--- config.mk ---
export PLATFORM = sky130hd
export DESIGN_NAME = oh_rseq
export DESIGN_NICKNAME = d
export VERILOG_FILES = /design/src/rtl/oh_rseq_pkg.sv /design/src/rtl/oh_rseq_rsync.sv /design/src/rtl/oh_rseq.sv
export SDC_FILE = /design/constraint.sdc
export NUM_CORES = 1
export LEC_CHECK = 0
export CAP_MARGIN = 20
export CORE_MARGIN = 3
export CORE_UTILIZATION = 40
export DETAILED_ROUTE_END_ITERATION = 6
export GPL_TIMING_DRIVEN = 0
export SLEW_MARGIN = 25
export SYNTH_ARGS = -nofsm -noshare
export SYNTH_HDL_FRONTEND = slang
export SYNTH_SLANG_ARGS = --single-unit
export TNS_END_PERCENT = 5
--- constraint.sdc ---
create_clock -name clk -period 3.2 [get_ports clk]
set_clock_uncertainty 0.05 [all_clocks]
set_input_delay 0.64 -clock clk [delete_from_list [all_inputs] [get_ports clk]]
set_output_delay 0.64 -clock clk [all_outputs]
set_load 0.005 [all_outputs]
--- src/rtl/oh_rseq_pkg.sv ---
// Shared definitions for the reset sequencer: FSM encodings (reusable by
// status decode elsewhere) and a small sizing helper.
package oh_rseq_pkg;

   localparam logic [1:0] RSEQ_ST_RST  = 2'd0;
   localparam logic [1:0] RSEQ_ST_HOLD = 2'd1;
   localparam logic [1:0] RSEQ_ST_SEQ  = 2'd2;
   localparam logic [1:0] RSEQ_ST_DONE = 2'd3;

   typedef enum logic [1:0] {
      ST_RST  = RSEQ_ST_RST,
      ST_HOLD = RSEQ_ST_HOLD,
      ST_SEQ  = RSEQ_ST_SEQ,
      ST_DONE = RSEQ_ST_DONE
   } rseq_state_t;

   function automatic int max2(input int a, input int b);
      return (a > b) ? a : b;
   endfunction

endpackage

--- src/rtl/oh_rseq_rsync.sv ---
// Reset synchronizer: asynchronous assert, PS-stage synchronous release.
// srst_n_pre is the stage feeding the last flop, so it shows what srst_n
// will be after the next edge.
module oh_rsync #(
   parameter int PS = 2
) (
   input  logic clk,
   input  logic nrst_in,
   output logic srst_n,
   output logic srst_n_pre
);

   logic [PS-1:0] sync_r;

   // Shift ones in after reset release; clear the whole pipe on nrst_in low.
   always_ff @(posedge clk or negedge nrst_in) begin
      if (!nrst_in) begin
         sync_r <= '0;
      end else begin
         sync_r <= {sync_r[PS-2:0], 1'b1};
      end
   end

   assign srst_n     = sync_r[PS-1];
   assign srst_n_pre = sync_r[PS-2];

endmodule

--- src/rtl/oh_rseq.sv ---
// Reset sequencer: holds all outputs low for HOLD cycles after synchronized
// release, then releases them one at a time, GAP cycles apart, bit 0 first.
// sw_rst re-enters the hold phase. Every output comes straight from a flop.
module oh_rseq
   import oh_rseq_pkg::*;
#(
   parameter int PS   = 2,
   parameter int N    = 4,
   parameter int HOLD = 16,
   parameter int GAP  = 8
) (
   input  logic         clk,
   input  logic         nrst_in,
   input  logic         sw_rst,
   output logic [N-1:0] nrst_out,
   output logic         busy,
   output logic         done
);

   localparam int CW = $clog2(max2(HOLD, GAP) + 1);
   localparam int IW = $clog2(N + 1);

   localparam logic [CW-1:0] HOLD_LD  = CW'(HOLD - 1);
   localparam logic [CW-1:0] GAP_LD   = CW'(GAP - 1);
   localparam logic [IW-1:0] IDX_LAST = IW'(N - 1);
   localparam logic [IW-1:0] IDX_ONE  = IW'(1);
   localparam logic [N-1:0]  REL0     = N'(1);

   logic          srst_n_s;
   logic          srst_n_pre_s;

   rseq_state_t   state_r, state_s;
   logic [CW-1:0] cnt_r, cnt_s;
   logic [IW-1:0] idx_r, idx_s;
   logic [N-1:0]  nrst_out_r, nrst_out_s;
   logic          busy_r, busy_s;
   logic          done_r, done_s;

   oh_rsync #(.PS(PS)) u_rsync (
      .clk        (clk),
      .nrst_in    (nrst_in),
      .srst_n     (srst_n_s),
      .srst_n_pre (srst_n_pre_s)
   );

   // Next-state, counters and thermometer output; sw_rst preempts any release.
   always_comb begin
      state_s    = state_r;
      cnt_s      = cnt_r;
      idx_s      = idx_r;
      nrst_out_s = nrst_out_r;
      busy_s     = busy_r;
      done_s     = done_r;
      if ((state_r != ST_RST) && srst_n_s && sw_rst) begin
         state_s    = ST_HOLD;
         cnt_s      = HOLD_LD;
         idx_s      = '0;
         nrst_out_s = '0;
         busy_s     = 1'b1;
         done_s     = 1'b0;
      end else begin
         case (state_r)
            ST_RST: begin
               // Leave on the edge srst_n rises so HOLD is counted from srst_n.
               if (srst_n_pre_s) begin
                  state_s = ST_HOLD;
                  cnt_s   = HOLD_LD;
                  idx_s   = '0;
               end else begin
                  state_s = ST_RST;
               end
            end
            ST_HOLD: begin
               if (cnt_r == '0) begin
                  nrst_out_s = REL0;
                  if (N == 1) begin
                     state_s = ST_DONE;
                     busy_s  = 1'b0;
                     done_s  = 1'b1;
                  end else begin
                     state_s = ST_SEQ;
                     idx_s   = IDX_ONE;
                     cnt_s   = GAP_LD;
                  end
               end else begin
                  cnt_s = cnt_r - 1'b1;
               end
            end
            ST_SEQ: begin
               if (cnt_r == '0) begin
                  nrst_out_s = (nrst_out_r << 1) | REL0;
                  idx_s      = idx_r + 1'b1;
                  cnt_s      = GAP_LD;
                  if (idx_r == IDX_LAST) begin
                     state_s = ST_DONE;
                     busy_s  = 1'b0;
                     done_s  = 1'b1;
                  end else begin
                     state_s = ST_SEQ;
                  end
               end else begin
                  cnt_s = cnt_r - 1'b1;
               end
            end
            ST_DONE: begin
               state_s = ST_DONE;
            end
            default: begin
               state_s = ST_RST;
            end
         endcase
      end
   end

   // State and output flops, all cleared asynchronously by nrst_in.
   always_ff @(posedge clk or negedge nrst_in) begin
      if (!nrst_in) begin
         state_r    <= ST_RST;
         cnt_r      <= '0;
         idx_r      <= '0;
         nrst_out_r <= '0;
         busy_r     <= 1'b1;
         done_r     <= 1'b0;
      end else begin
         state_r    <= state_s;
         cnt_r      <= cnt_s;
         idx_r      <= idx_s;
         nrst_out_r <= nrst_out_s;
         busy_r     <= busy_s;
         done_r     <= done_s;
      end
   end

   assign nrst_out = nrst_out_r;
   assign busy     = busy_r;
   assign done     = done_r;

endmodule
==> flow_metrics.env <==
export IMPL_gp_congestion=0.7994
export IMPL_cp_max_fo=2
export IMPL_areaGrowthSynthToFinish_pct=16.19
export IMPL_final_antenna_net_count=0
export IMPL_drive_gt1_share_pct=9.434
export IMPL_final_nets=118
export IMPL_crit_family="flip-flops"
export IMPL_place_ws_ns=0.9604
export IMPL_drtIter0Drc=17
export IMPL_seq_area_frac_synth_pct=48.72
export IMPL_finalWorstSetupSlack_ns=1.188
export IMPL_clock_tree_root_cell="clkbuf_4"
export IMPL_period_share_pct=62.86
export IMPL_worstSkewPairLatency_ns=0.29
export IMPL_routed_via_density=5.173
export IMPL_cts_hold_buf=0
export IMPL_crit_buf_inv=1
export IMPL_yosys_warnings=0
export IMPL_power_density_nw_per_um2=729.0
export IMPL_cts_sinks=18
export IMPL_cts_tree="built"
export IMPL_status="completed"
export IMPL_n_antenna_cell=0
export IMPL_grt_setup_unrepaired="no"
export IMPL_setup_viol=0
export IMPL_power_leakage_nw=0.4930
export IMPL_core_area_um2=2082
export IMPL_wl_mm=1.672
export IMPL_hp_class="reg2reg"
export IMPL_die_h_um=54.15
export IMPL_grt_usage_pct=14.19
export IMPL_max_freq_mhz=497.1
export IMPL_use_met3_pct=5.817
export IMPL_numCtsBuffers=3
export IMPL_drc=0
export IMPL_die_w_um=54.15
export IMPL_cp_slowest_cell="dfstp_2"
export IMPL_final_cell_mix="17 x dfrtp_1, 10 x nand2_1, 10 x nor2_1"
export IMPL_synth_seq_cells=18
export IMPL_grt_max_degree=19
export IMPL_antenna_found_initial=0
export IMPL_post_cts_resized=0
export IMPL_layout_commonest_cell="dfrtp_1"
export IMPL_critPathKind="reg2out"
export IMPL_postCtsSetupBuffers=0
export IMPL_path_cells="clkdlybuf4s50_1"
export IMPL_worstPathRequired_ns=2.51
export IMPL_globalRouteOverflowTotal=0
export IMPL_min_period_ns=2.012
export IMPL_end_kind="output port"
export IMPL_dieArea_um2=2932
export IMPL_finalCoreUtilization_pct=51.74
export IMPL_final_max_slew_viol_count=0
export IMPL_dr_total_vias=688
export IMPL_hold_viol=0
export IMPL_syn_cell_area_um2=927.1
export IMPL_synth_nets=105
export IMPL_clock_path_buffers=2
export IMPL_cts_reportedPaths_clkPinSlew_ns=0.10
export IMPL_use_met1_pct=16.67
export IMPL_dr_pass1_iters=4
export IMPL_slew_headroom_pct=46.82
export IMPL_cap_violations=0
export IMPL_grt_pass1_wl_mm=2.946
export IMPL_fin_setup_tns_ns=0
export IMPL_synth_cells=94
export IMPL_numPortBuffers=8
export IMPL_rows=16
export IMPL_start_util_pct=44.53
export IMPL_grtUsageMet2_pct=23.71
export IMPL_cp_arrival_ns=1.32
export IMPL_peakVddDrop_mv=0.4720
export IMPL_tightestPinTransition_ns=0.7952
export IMPL_final_area_um2=1077
export IMPL_busiest_layer="met2"
export IMPL_dpl_cell_area_um2=1041
export IMPL_place_hpwl_mm=1.308
export IMPL_first_global_vias=686
export IMPL_crit_path_max_incr_delay_ns=0.54
export IMPL_synth_distinct_cells=27
export IMPL_wl_per_cell_um=12.57
export IMPL_floorplan_io_pins=9
export IMPL_htree_num_levels=1
export IMPL_syn_avg_cell_area_um2=9.863
export IMPL_start_kind="flip-flop"
-- worst register-to-register path, stage by stage (launching register included) --
cell      delay (ns)
dfrtp_1         0.41
inv_1           0.13
ha_1            0.21
and3b_1         0.18
clkbuf_1        0.19
nor3_1          0.40
o21ai_0         0.14
o41ai_1         0.08
-- cell families (layout without fill, tap and decap cells) --
logic type | Yosys count | in the layout | share of synthesized area, %
buffers and inverters | 10 | 22 | 4.048
adders and majority gates | 8 | 8 | 10.80
AOI/OAI and AO/OA | 25 | 25 | 17.95
other | 1 | 1 | 0.4045
and+or+nand+nor | 32 | 32 | 18.09
DFF | 18 | 18 | 48.72
-- through the flow --
stage                     hold slack (ns)  total power, mW  std cells
after global placement             0.3372           0.6402        129
after global routing               0.3651           0.8607        133
after detailed placement           0.3352           0.6520        129
final                              0.3543           0.7854        133
after CTS                          0.3578           0.7946        133
after floorplan                    0.2944           0.5717         94
-- area by class of cell --
type	instances	area, um^2
Buffer	1	3.754
Clock buffer	4	36.28
Fill cell	202	1005
Inverter	9	33.78
Multi-Input combinational cell	66	437.9
Sequential cell	18	451.7
Tap cell	27	33.78
Timing Repair Buffer	8	80.08
-- metal layers --
metal / vias to the layer above / wire, um
li1: 350 / -
met1: 323 / 780
met2: 13 / 796
met3: 2 / 87
met4: 0 / 8
met5: - / 0
-- Yosys cell counts (all sizes together) --
master | n | share of area (%)
nor2 | 10 | 4.0
and3b | 1 | 0.94
inv | 9 | 3.6
a211o | 2 | 1.9
o21ai | 5 | 2.7
and3 | 1 | 0.68
and2 | 1 | 0.81
o31ai | 2 | 1.6
nor3 | 2 | 1.1
nor4b | 1 | 2.6
conb | 1 | 0.40
clkbuf | 1 | 0.40
nand2b | 1 | 0.68
dfstp | 1 | 2.8
ha | 8 | 11
nand3b | 1 | 0.81
nand3 | 2 | 1.1
dfrtp | 17 | 46
a21oi | 6 | 3.2
a22oi | 5 | 4.0
a31oi | 1 | 0.68
a211oi | 1 | 0.81
or2 | 2 | 1.3
o2bb2ai | 1 | 0.94
nand2 | 10 | 4.0
a22o | 1 | 1.1
o41ai | 1 | 0.94
-- path summary, 6_finish.rpt --
check,start,to,slack [ns],depth (start not counted)
max in group asynchronous,nrst_in,cnt_r[0],1.85,1
setup / recovery,busy,busy,1.19,1
hold reg to reg,u_rsync.sync_r[0],u_rsync.sync_r[1],0.35,0
min in group asynchronous,nrst_in,idx_r[1],0.75,1
setup reg to reg,state_r[0],idx_r[2],1.32,7
hold / removal,u_rsync.sync_r[0],u_rsync.sync_r[1],0.35,0
-- flip-flops by register name, indices dropped and copies added (netlist names) --
signal          cells
u_rsync.sync_r      2
state_r             2
nrst_out            4
done                1
cnt_r               5
busy                1
idx_r               3
-- where the power goes --
group,internal [mW],leakage (nW),switching [mW]
combinational,0.139,0.250,0.214
sequential,0.265,0.222,0.0319
clock,0.0694,0.0210,0.0659
No activity file was read; power rests on OpenSTA's default activity.
